`config.mk`:
```
export PLATFORM = sky130hd
export DESIGN_NAME = dmem_bridge
export DESIGN_NICKNAME = d
export VERILOG_FILES = /design/src/rtl/dmem_bridge_pkg.sv /design/src/rtl/dmem_addr_translate.sv /design/src/rtl/dmem_bridge.sv
export SDC_FILE = /design/constraint.sdc
export NUM_CORES = 1
export LEC_CHECK = 0
export CAP_MARGIN = 20
export CORE_MARGIN = 2
export CORE_UTILIZATION = 43
export CTS_BUF_LIST = sky130_fd_sc_hd__clkbuf_8 sky130_fd_sc_hd__clkbuf_16
export DETAILED_ROUTE_END_ITERATION = 8
export GPL_ROUTABILITY_DRIVEN = 0
export HOLD_SLACK_MARGIN = 0.08
export PLACE_DENSITY = 0.92
export SKIP_LAST_GASP = 1
export SYNTH_ARGS = -nofsm -noshare
export SYNTH_HDL_FRONTEND = slang
export SYNTH_SLANG_ARGS = --single-unit
```
`constraint.sdc`:
```
create_clock -name clk -period 5.2 [get_ports clk]
set_input_delay 0.78 -clock clk [delete_from_list [all_inputs] [get_ports clk]]
set_output_delay 0.78 -clock clk [all_outputs]
set_load 0.01 [all_outputs]
```
`src/rtl/dmem_bridge_pkg.sv`:
```
// Shared definitions for the data-memory bridge: size encodings, MIPS segment
// constants and the bridge FSM state encoding.
package dmem_bridge_pkg;

    localparam logic [1:0] DSIZE_BYTE = 2'd0;
    localparam logic [1:0] DSIZE_HALF = 2'd1;
    localparam logic [1:0] DSIZE_WORD = 2'd2;

    localparam logic [2:0] SEG_KSEG0 = 3'b100;
    localparam logic [2:0] SEG_KSEG1 = 3'b101;

    typedef enum logic [1:0] {
        DMEM_IDLE = 2'd0,
        DMEM_REQ  = 2'd1,
        DMEM_WAIT = 2'd2,
        DMEM_DONE = 2'd3
    } dmem_state_t;

    // Everything the bus side needs, frozen at the moment the access is accepted.
    typedef struct packed {
        logic        wr;
        logic [1:0]  size;
        logic [31:0] addr;
        logic [31:0] wdata;
        logic        uncached;
    } dmem_hold_t;

endpackage

```
`src/rtl/dmem_addr_translate.sv`:
```
// Fixed MIPS virtual-to-physical mapping: kseg0/kseg1 fold onto the low 512 MB,
// every other segment passes through unchanged.
module dmem_addr_translate
    import dmem_bridge_pkg::*;
(
    input  logic [31:0] vaddr,
    output logic [31:0] paddr,
    output logic        uncached
);

    logic [2:0] seg;

    assign seg = vaddr[31:29];

    always_comb begin
        paddr    = vaddr;
        uncached = 1'b0;
        if (seg == SEG_KSEG0 || seg == SEG_KSEG1) begin
            paddr = {3'b000, vaddr[28:0]};
        end
        if (seg == SEG_KSEG1) begin
            uncached = 1'b1;
        end
    end

endmodule

```
`src/rtl/dmem_bridge.sv`:
```
// Turns the datapath's level-held memory request into one SRAM-like bus
// transaction with separate address and data phases, one outstanding at a time.
module dmem_bridge
    import dmem_bridge_pkg::*;
(
    input  logic        clk,
    input  logic        reset,
    input  logic        den,
    input  logic        dwt,
    input  logic [31:0] daddr,
    input  logic [31:0] dwd,
    input  logic [1:0]  dsize,
    output logic [31:0] drd,
    output logic        ddataOK,
    output logic        data_req,
    output logic        data_wr,
    output logic [1:0]  data_size,
    output logic [31:0] data_addr,
    output logic [31:0] data_wdata,
    output logic        data_uncached,
    input  logic        data_addr_ok,
    input  logic        data_data_ok,
    input  logic [31:0] data_rdata,
    output logic [1:0]  dbg_state
);

    // Handshake: data_req stays high and data_* stay stable until data_addr_ok;
    // data_data_ok only counts once the address phase has been accepted.
    localparam logic [1:0] S_IDLE = DMEM_IDLE;
    localparam logic [1:0] S_REQ  = DMEM_REQ;
    localparam logic [1:0] S_WAIT = DMEM_WAIT;
    localparam logic [1:0] S_DONE = DMEM_DONE;

    logic [1:0]  state;
    logic [1:0]  state_nxt;
    dmem_hold_t  hold_q;
    logic [31:0] drd_q;
    logic [31:0] xlat_paddr;
    logic        xlat_uncached;
    logic        capture;
    logic        resp_fire;

    dmem_addr_translate u_xlat (
        .vaddr    (daddr),
        .paddr    (xlat_paddr),
        .uncached (xlat_uncached)
    );

    assign capture   = (state == S_IDLE) && den;
    assign resp_fire = ((state == S_REQ) && data_addr_ok && data_data_ok) ||
                       ((state == S_WAIT) && data_data_ok);

    always_comb begin
        state_nxt = state;
        case (state)
            S_IDLE: if (den) state_nxt = S_REQ;
            S_REQ: begin
                if (data_addr_ok) begin
                    state_nxt = data_data_ok ? S_DONE : S_WAIT;
                end
            end
            S_WAIT: if (data_data_ok) state_nxt = S_DONE;
            S_DONE: state_nxt = S_IDLE;
            default: state_nxt = S_IDLE;
        endcase
    end

    always_ff @(posedge clk or negedge reset) begin
        if (!reset) begin
            state <= S_IDLE;
        end else begin
            state <= state_nxt;
        end
    end

    always_ff @(posedge clk or negedge reset) begin
        if (!reset) begin
            hold_q <= '0;
        end else if (capture) begin
            hold_q.wr       <= dwt;
            hold_q.size     <= dsize;
            hold_q.addr     <= xlat_paddr;
            hold_q.wdata    <= dwd;
            hold_q.uncached <= xlat_uncached;
        end
    end

    // Stores complete without touching drd so the last load value survives.
    always_ff @(posedge clk or negedge reset) begin
        if (!reset) begin
            drd_q <= '0;
        end else if (resp_fire && !hold_q.wr) begin
            drd_q <= data_rdata;
        end
    end

    assign drd           = drd_q;
    assign ddataOK       = (state == S_DONE);
    assign data_req      = (state == S_REQ);
    assign data_wr       = hold_q.wr;
    assign data_size     = hold_q.size;
    assign data_addr     = hold_q.addr;
    assign data_wdata    = hold_q.wdata;
    assign data_uncached = hold_q.uncached;
    assign dbg_state     = state;

endmodule
```
* Yosys cells after proc, flatten, opt, wreduce, memory -nomap -nowiden
Index checks and enable logic that the tools add are counted.
Widths: inputs -> output; s select.
** Storage, ports and cells
- Bits in registers :: 102
- Input port bits :: 104
- Output and inout bits :: 104
- Logic and storage cells :: 32
** Cells by class
- Equality and inequality tests :: 8
- Muxes and demuxes :: 7
- Reduce and logical (&&, ||, !) cells :: 10
** Operators by type and width (count)
- $mux 32 :: 1
- $pmux 2 s4 :: 1
- $eq 3x3->1 const B :: 2
- $mux 2 :: 3
- $logic_and 1x1->1 :: 5
- $eq 2x2->1 const B :: 2
- $ne 2x2->1 const B :: 2
- $reduce_and 3->1 :: 1
- $eq 2x1->1 const B :: 1
- $logic_not 2->1 :: 1
- $logic_or 1x1->1 :: 2
- $mux 1 :: 2
- $ne 2x1->1 const B :: 1
- $logic_not 1->1 :: 1

* Depth between registers and ports, before layout
Gate-level depths: netlist (run 1).
- Word-level depth :: 5
- Depth in mapped cells :: 6
- Mapped depth without buffers :: 5

* Modules after synthesis
A second synthesis (run 1) with hierarchy kept.
** Unflattened totals
- Cells, all modules :: 265
- Area total of the unflattened synthesis :: 4272.8 um^2
** Modules (own cells, without submodules)
- dmem_bridge :: times used 1, cells each 231, area each 4027.6 um^2, seq. area each 2552.4 um^2
- dmem_addr_translate :: times used 1, cells each 34, area each 245.2 um^2, seq. area each 0.0 um^2

* Least setup slack after synthesis (run 1)
No wires, ideal clock.
- Kind :: register to register
- Start :: register state[1] (netlist: dbg_state[1])
- End :: register drd_q[10] (netlist: drd[10])
- Setup time :: 0.125 ns
- Arrival time :: 1.694 ns
- Data required time :: 5.075 ns
- Slack :: 3.380 ns
- Cell stages (with the launch flop) :: 7
- Path buffers :: 1
- Cells stage by stage :: dfrtp_1 inv_1 ha_1 a21oi_2 nor3b_4 buf_6 mux2_4
** Between the ends
- Cells in the longest elaborated chain, start to end :: 5
- Elaborated cells on any way between the ends :: 7
- Those cells by class :: 2 x eq/ne; 5 x reduce/logical
** Ends and longest elaborated chain
- from (decl) :: line dmem_bridge.sv:34 : logic [1:0] state;
- from (signal assigned) :: line dmem_bridge.sv:72 : state <= state_nxt;
- $eq 2x1->1
- via data_req :: line dmem_bridge.sv:15 : output logic data_req,
- $logic_and 1x1->1 (2 in series) :: line dmem_bridge.sv:50 : assign resp_fire = ((state == S_REQ) && data_addr_ok && data_data_ok) ||
- $logic_or 1x1->1 :: line dmem_bridge.sv:50
- $logic_and 1x1->1 :: line dmem_bridge.sv:92 : end else if (resp_fire && !hold_q.wr) begin
- to (signal assigned) :: line dmem_bridge.sv:93 : drd_q <= data_rdata;
- to (decl) :: line dmem_bridge.sv:37 : logic [31:0] drd_q;
The timed path passes the listed nets, and every way through them passes these cells.
A chain may end at the register's enable or synchronous reset.

* Worst setup path after layout (run 1)
- Start :: input den
- End :: register hold_q, in the netlist data_wdata[0]
** Between the ends
- Cells in the longest elaborated chain, start to end :: 1
** Ends and longest elaborated chain
- from (decl) :: line dmem_bridge.sv:8 : input logic den,
- $logic_and 1x1->1 :: line dmem_bridge.sv:49 : assign capture = (state == S_IDLE) && den;
- to (decl) :: line dmem_bridge.sv:36 : dmem_hold_t hold_q;
No other way between the ends.

==> results.yml, run 1 <==
clocking:
  tritoncts: "built"
  postCtsHoldBufs: 0
  clock_latency_ns: 0.35
  clockRootBuffer: "clkbuf_8"
  cts_setup_buffers: 0
  clk_path_buf_depth: 2
  cts_inserted_buffers: 9
  post_cts_resized: 0
  clk_pin_slew_ns: 0.10
  cts.sinks: 102
  htree_num_levels: 3
flow_run:
  max-cap-violations: 0
pwr:
  vdd.ir_drop.worst_mv: 0.3278
  switching_share: 0.3068
  combPwrFrac: 0.508
  p_seq_frac: 0.377
  pwr-share-clk: 0.115
  p_per_area_nw_per_um2: 593.1
  p_int_mw: 2.617
  switching_power_mw: 1.158
  p_leak_nw: 2.712
  p_total_mw: 3.775
synthesis:
  yosys.area.top_type: "dfrtp_1"
  synthCells: 237
  ys_types: 18
  syn_avg_cell_area_um2: 17.02
  synthesis.area_um2: 4033
  syn-num-nets: 346
  yosys.area.top_type_share: 0.6330
  ys_top_cells_by_area: "dfrtp_1 63%, mux2_2 19%, mux2_4 11%"
  ys_warn_count: 0
  synth_seq_cells: 102
  seq_area_frac_synth: 0.6330
worst_hold_path:
  hold_class: "primary input to asynchronous set/reset pin"
die:
  io_pins: 208
  core_area_um2: 9153
  die_y_um: 100.8
  start_util: 0.4406
  die-area_um2: 10170
  rows: 35
  die_w_um: 100.8
critical_path:
  critPathMaxFanout: 38
  endpoint_kind: "register"
  cp-start-kind: "primary input"
  crit_type: "primary input to register"
  required_ns: 5.43
  critPathArrivalTime_ns: 2.81
final_layout:
  diodes: 0
  syn_to_final_growth_pct: 57.83
  drive_gt1_frac: 0.2627
  layout_commonest_cell: "clkdlybuf4s50_1"
  final_cell_mix: "206 x clkdlybuf4s50_1, 102 x dfrtp_1, 68 x mux2_2, 30 x mux2_4, 9 x clkbuf_8"
  nNetsFinal: 557
sta:
  post-route-min-period_ns: 2.585
  rsz0062_at_grt: "false"
  skew_ns: 0.01606
  tightest_slew_ns: 0.9037
  timing.final.ws_setup_ns: 2.615
  setup_viol: 0
  drv_slew: 0
  max_freq_mhz: 386.8
  slew_headroom: 0.3954
  hold_viol: 0
  fin_crit_sh: 0.4971
  fin_tns_setup_ns: 0
global_routing:
  antenna_found_initial: 0
  grt.overflow.total: 0
  grt_use_total: 0.1868
  grt_pass1_wl_um: 14780
  grt_max_degree: 56
  grt_pass1_vias: 2986
detailed_routing:
  wirelength_um: 9505
  drtIter0Drc: 53
  viasPerCell: 4.910
  ant_nets: 0
  firstDrtPassIters: 4
  wire_per_inst_um: 16.85
  drcViolationCount: 0
  vias: 2769
place:
  hpwl_um: 7190
  io_buffers: 207
  dpl_worst_slack_ns: 2.242
outcome:
  outcome: "finished clean"
==> stage by stage <==
stage | hold WS (ns) | util | area [um^2] | std cells
global route | 0.4484 | 0.6954 | 6365 | 564
floorplan | 0.4844 | - | 4033 | 237
global placement | 0.4655 | 0.6771 | 6197 | 548
CTS | 0.4271 | 0.6954 | 6365 | 564
finish | 0.4152 | 0.6954 | 6365 | 564
detailed placement | 0.4798 | 0.6771 | 6197 | 548
==> sequential cells by signal, summed over array words and instances (netlist names) <==
name           count
drd               32
data_wdata        32
dbg_state          2
data_uncached      1
data_wr            1
data_size          2
data_addr         32
==> layout make-up <==
class                           instances  area, um^2
Fill cell                             610        2788
Sequential cell                       102        2552
Timing Repair Buffer                  210        2092
Multi-Input combinational cell        123        1406
Tap cell                              111       138.9
Clock buffer                            9       123.9
Clock inverter                          7       43.79
Inverter                                2       7.507
==> power by group through the flow <==
| stage | logic, mW | registers [mW] | clock network, mW |
|---|---|---|---|
| final | 1.92 | 1.42 | 0.434 |
| after floorplan | 0.687 | 1.61 | 0 |
| after global routing | 2.03 | 1.48 | 0.484 |
| after detailed placement | 1.93 | 1.44 | 0 |
| after global placement | 1.88 | 1.41 | 0 |
| after CTS | 1.94 | 1.43 | 0.451 |
==> per-layer routing <==
layer,track usage,wire length [um],vias to the layer above
met4,0.07271,197,0
li1,-,-,1250
met1,0.2222,3677,1369
met2,0.3179,4858,132
met5,0,0,-
met3,0.05617,771,18
==> synthesized netlist by cell type <==
master and count:
nor2_1 2, a211oi_1 1, nor2b_1 4, nor3b_4 1, nor4_1 1, mux2_2 68
a2bb2oi_1 1, o21ai_0 2, nor3_1 1, ha_1 5, buf_6 3, buf_2 7
a21oi_2 1, dfrtp_1 102, a22o_1 1, nand2_1 5, mux2_4 30, inv_1 2
==> critical path: stages <==
cell and delay (ns):
clkdlybuf4s50_1 0.44, nand2_2 0.67, buf_4 0.50, mux2_2 0.39
==> path summary, 6_finish.rpt <==
check	from	end	slack, ns	depth (start not counted)
setup / recovery	den	data_wdata[0]$_DFFE_PN0P_	2.61	4
hold / removal	reset	drd[2]$_DFFE_PN0P_	0.42	1
setup reg to reg	dbg_state[0]$_DFFE_PN0P_	data_wdata[0]$_DFFE_PN0P_	2.71	5
hold reg to reg	data_addr[31]$_DFFE_PN0P_	data_addr[31]$_DFFE_PN0P_	0.49	2
max in group asynchronous	reset	drd[31]$_DFFE_PN0P_	3.64	2
min in group clk	data_addr[31]$_DFFE_PN0P_	data_addr[31]$_DFFE_PN0P_	0.49	2
==> kinds of logic (layout without fill, tap and decap cells) <==
kind of cell    Yosys count  count (layout)  share of synthesized area
simple gates             14              14                    0.02017
compound gates            6               6                    0.01086
fa+ha+maj                 5               5                    0.01551
buf+inv                  12             228                    0.01893
flops                   102             102                     0.6330
mux                      98              98                     0.3016
Power figures use the tool's default switching activity.
==> run 2, diff against run 1 <==
Settings changed: CORE_UTILIZATION 43 to 36, PLACE_DENSITY 0.92 to 0.83.
Clock period 5.2 ns to 2.26 ns, I/O delays scaled along.
==> results.yml, run 2 (same netlist as run 1, synthesis figures left out) <==
outcome:
  outcome: "finished clean"
worst_hold_path:
  min_from: "data_addr[31]$_DFFE_PN0P_"
  hold_class: "register to register"
flow_run:
  max-cap-violations: 0
die:
  die_w_um: 109.8
  start_util: 0.3704
  die-area_um2: 12060
  rows: 38
  io_pins: 208
  core_area_um2: 10890
  die_y_um: 109.8
clocking:
  clock_latency_ns: 0.36
  clk_pin_slew_ns: 0.10
  postCtsHoldBufs: 1
  cts_setup_buffers: 0
  clockRootBuffer: "clkbuf_8"
  htree_num_levels: 3
  clk_path_buf_depth: 2
  cts.sinks: 102
  post_cts_resized: 0
  tritoncts: "built"
  cts_inserted_buffers: 9
final_layout:
  layout_commonest_cell: "clkdlybuf4s50_1"
  seqCellArea_um2: 2552
  multi_input_area_um2: 1406
  fin_util: 0.5979
  diodes: 0
  fill_cells: 859
  drive_gt1_frac: 0.2729
  fin_area_um2: 6510
  syn_to_final_growth_pct: 61.43
  nNetsFinal: 562
  final_cell_mix: "206 x clkdlybuf4s50_1, 102 x dfrtp_1, 68 x mux2_2, 30 x mux2_4, 10 x clkbuf_8"
critical_path:
  endpoint_kind: "output port"
  cp_slowest_cell: "clkdlybuf4s50_1"
  cp_num_buf_inv: 2
  worstSetupStartpoint: "dbg_state[1]$_DFFE_PN0P_"
  crit_path_cell_trace: "inv_1, ha_1, clkdlybuf4s50_1"
  path_delay_family: "buffers and inverters"
  cp-start-kind: "register"
  critical-path-max-stage-delay_ns: 0.57
  crit_type: "register to output port"
  critPathMaxFanout: 6
  rr_startpoint: "dbg_state[1]$_DFFE_PN0P_"
  critPathArrivalTime_ns: 1.74
  required_ns: 1.92
global_routing:
  antenna_found_initial: 0
  grt_pass1_wl_um: 15140
  grt_max_degree: 47
  grt.overflow.total: 0
  grt_use_total: 0.1670
  grt_pass1_vias: 3150
detailed_routing:
  drtIter0Drc: 83
  wirelength_um: 10120
  drcViolationCount: 0
  wire_per_inst_um: 16.93
  viasPerCell: 4.607
  vias: 2755
  firstDrtPassIters: 4
  ant_nets: 0
sta:
  slew_headroom: 0.5965
  drv_slew: 0
  post-route-min-period_ns: 2.078
  hold_viol: 0
  rsz0062_at_grt: "false"
  skew_ns: 0.01198
  max_freq_mhz: 481.3
  fin_crit_sh: 0.9194
  fin_tns_setup_ns: 0
  setup_viol: 0
  tightest_slew_ns: 0.6053
place:
  io_buffers: 207
  place_area_um2: 6301
  hpwl_um: 7850
pwr:
  vdd.ir_drop.worst_mv: 0.6668
  p_total_mw: 8.871
  p_leak_nw: 2.767
  p_per_area_nw_per_um2: 1363
==> run 2: cell count changes in the layout (fill, tap and decap cells not counted), sizes merged <==
cell         delta
buf             +4
bufinv          +1
clkbuf          +1
clkinv          +2
clkinvlp        -2
dlygate4sd3     +1
inv             -2
==> run 2: power by group <==
part           total [mW]  switching (mW)  internal, mW
Sequential           3.28           0.519          2.76
Combinational        4.45            1.55          2.90
Clock                1.14           0.602         0.538
Total                8.87            2.67          6.20
==> run 2: worst register-to-register path: stages (launching register included) <==
cell and delay (ns):
dfrtp_1 0.45, inv_1 0.13, ha_1 0.23, a21oi_2 0.09
nor3b_4 0.34, buf_4 0.31, mux2_4 0.33
==> run 2: path summary, 6_finish.rpt <==
| kind | cells past startpoint | end | slack (ns) |
|---|---|---|---|
| worst max-delay path | 3 | data_req | 0.18 |
| min in group asynchronous | 2 | data_addr[28]$_DFFE_PN0P_ | 0.53 |
| worst min-delay path | 2 | data_addr[31]$_DFFE_PN0P_ | 0.49 |
| worst max register to register | 6 | drd[27]$_DFFE_PN0P_ | 0.26 |
| max in group asynchronous | 3 | drd[20]$_DFFE_PN0P_ | 1.05 |
| worst min register to register | 2 | data_addr[31]$_DFFE_PN0P_ | 0.49 |
==> run 2: final cells by class <==
cell class	count	share of cell area
multi-input combinational	123	0.2160
clock buffer	10	0.02114
timing repair buffer	215	0.3333
inverter	2	0.001153
clock inverter	6	0.009418
sequential	102	0.3921
tap	140	0.02691
==> run 2: layer usage <==
layer  vias to the layer above  part of all wire  GRT usage
met5                         -                 0          0
met4                         0             0.026    0.08047
met3                        21             0.072    0.04268
met2                       113              0.54     0.3024
met1                      1360              0.36     0.1801
li1                       1261                 -          -
==> run 2: stage by stage <==
step | hold WS (ns) | worst slack (ns) | std cells
6_report | 0.4939 | 0.1821 | 598
5_1_grt | 0.5304 | 0.07271 | 598
4_1_cts | 0.5079 | 0.1450 | 598
3_5_place_dp | 0.3839 | 0.2203 | 581
3_3_place_gp | 0.3790 | 0.2815 | 581
2_1_floorplan | 0.04341 | 0.4405 | 237
==> run 3, diff against run 2 <==
Settings changed: RECOVER_POWER from default to 25.
==> results.yml, run 3 (same netlist as run 1, synthesis figures left out) <==
outcome:
  outcome: "finished clean"
final_layout:
  fill_cells: 863
  syn_to_final_growth_pct: 60.97
  nNetsFinal: 562
  diodes: 0
  fin_util: 0.5962
  final_cell_mix: "206 x clkdlybuf4s50_1, 102 x dfrtp_1, 68 x mux2_2, 30 x mux2_4, 10 x clkbuf_8"
  layout_commonest_cell: "clkdlybuf4s50_1"
  drive_gt1_frac: 0.2707
sta:
  fin_tns_setup_ns: 0
  setup_viol: 0
  holdWs_ns: 0.4950
  rsz0062_at_grt: "false"
  hold_viol: 0
  drv_slew: 0
  tightest_slew_ns: 1.127
  post-route-min-period_ns: 2.073
  fin_crit_sh: 0.9171
  skew_ns: 0.01130
  slew_headroom: 0.2484
  max_freq_mhz: 482.5
flow_run:
  max-cap-violations: 0
detailed_routing:
  firstDrtPassIters: 4
  met2_wirelength_um: 5439
  wirelength_um: 10110
  wire_per_inst_um: 16.90
  drtIter0Drc: 79
  wl_met3_um: 729
  ant_nets: 0
  vias: 2761
  top_layer: "met4"
  wirelength_met1_um: 3671
  drcViolationCount: 0
  viasPerCell: 4.617
die:
  start_util: 0.3704
  core_area_um2: 10890
  io_pins: 208
  rows: 38
  die-area_um2: 12060
  die_y_um: 109.8
  die_w_um: 109.8
critical_path:
  worstSetupStartpoint: "dbg_state[1]$_DFFE_PN0P_"
  rr_startpoint: "dbg_state[1]$_DFFE_PN0P_"
  critPathMaxFanout: 6
  critPathArrivalTime_ns: 1.73
  endpoint_kind: "output port"
  required_ns: 1.92
  crit_type: "register to output port"
  cp-start-kind: "register"
worst_hold_path:
  hold_class: "register to register"
  min_from: "data_addr[31]$_DFFE_PN0P_"
pwr:
  p_total_mw: 8.866
  p_leak_nw: 2.758
  p_per_area_nw_per_um2: 1366
  vdd.ir_drop.worst_mv: 0.6674
place:
  hpwl_um: 7850
  io_buffers: 207
clocking:
  clockRootBuffer: "clkbuf_8"
  cts.sinks: 102
  clk_path_buf_depth: 2
  clk_pin_slew_ns: 0.09
  tritoncts: "built"
  cts_inserted_buffers: 9
  htree_num_levels: 3
  cts_setup_buffers: 0
  clock_latency_ns: 0.36
global_routing:
  grt_pass1_wl_um: 15140
  grt_pass1_vias: 3150
  grt_max_degree: 47
  antenna_found_initial: 0
  grt_use_total: 0.1670
  grt.overflow.total: 0
==> run 3: cell types whose count changed in the layout (fill, tap and decap cells not counted), sizes merged <==
cell    change
clkbuf      +3
buf         -3
==> run 3: repair_timing <==
item / in CTS / in global routing
hold endpoints to repair: 41 / 0
hold buffers: 1 / 0
gates resized for setup: 0 / 0
==> run 3: cell type report <==
class                   instances  area [um^2]  share of cell area
clock inverters                 6        61.31            0.009445
inverters                       2        7.507            0.001157
clock buffers                  10        137.6             0.02120
flip-flops and latches        102         2552              0.3932
multi-input cells             123         1406              0.2167
well taps                     140        175.2             0.02699
repair buffers                215         2151              0.3313
==> run 3: per-layer routing <==
metal,vias to the layer above,track usage
li1,1260,-
met1,1367,0.1801
met2,113,0.3024
met3,21,0.04268
met4,0,0.08047
met5,-,0
==> run 3: worst paths after layout <==
| kind | endpoint | slack (ns) | cells past startpoint |
|---|---|---|---|
| hold reg to reg | data_addr[31]$_DFFE_PN0P_ | 0.49 | 2 |
| hold / removal | data_addr[31]$_DFFE_PN0P_ | 0.49 | 2 |
| min in group asynchronous | drd[1]$_DFFE_PN0P_ | 0.73 | 2 |
| setup reg to reg | drd[27]$_DFFE_PN0P_ | 0.27 | 6 |
| max in group asynchronous | data_wdata[18]$_DFFE_PN0P_ | 0.38 | 3 |
| setup / recovery | data_req | 0.19 | 3 |
==> run 3: worst max-delay path, cell delays in order (launching register included) <==
cell and delay [ns]:
dfrtp_1 0.45, inv_1 0.13, ha_1 0.23, clkdlybuf4s50_1 0.57
==> run 3: where the power goes <==
group	switching, mW	internal [mW]	total [mW]
clock	0.601	0.538	1.14
combinational	1.55	2.90	4.45
sequential	0.519	2.76	3.28
==> run 3: through the flow <==
stage	setup slack, ns	instance area, um^2	std cells
6_report	0.1874	6491	598
5_1_grt	0.07271	6491	598
4_1_cts	0.1450	6510	598
3_5_place_dp	0.2203	6301	581
3_3_place_gp	0.2815	6301	581
2_1_floorplan	0.4405	4033	237
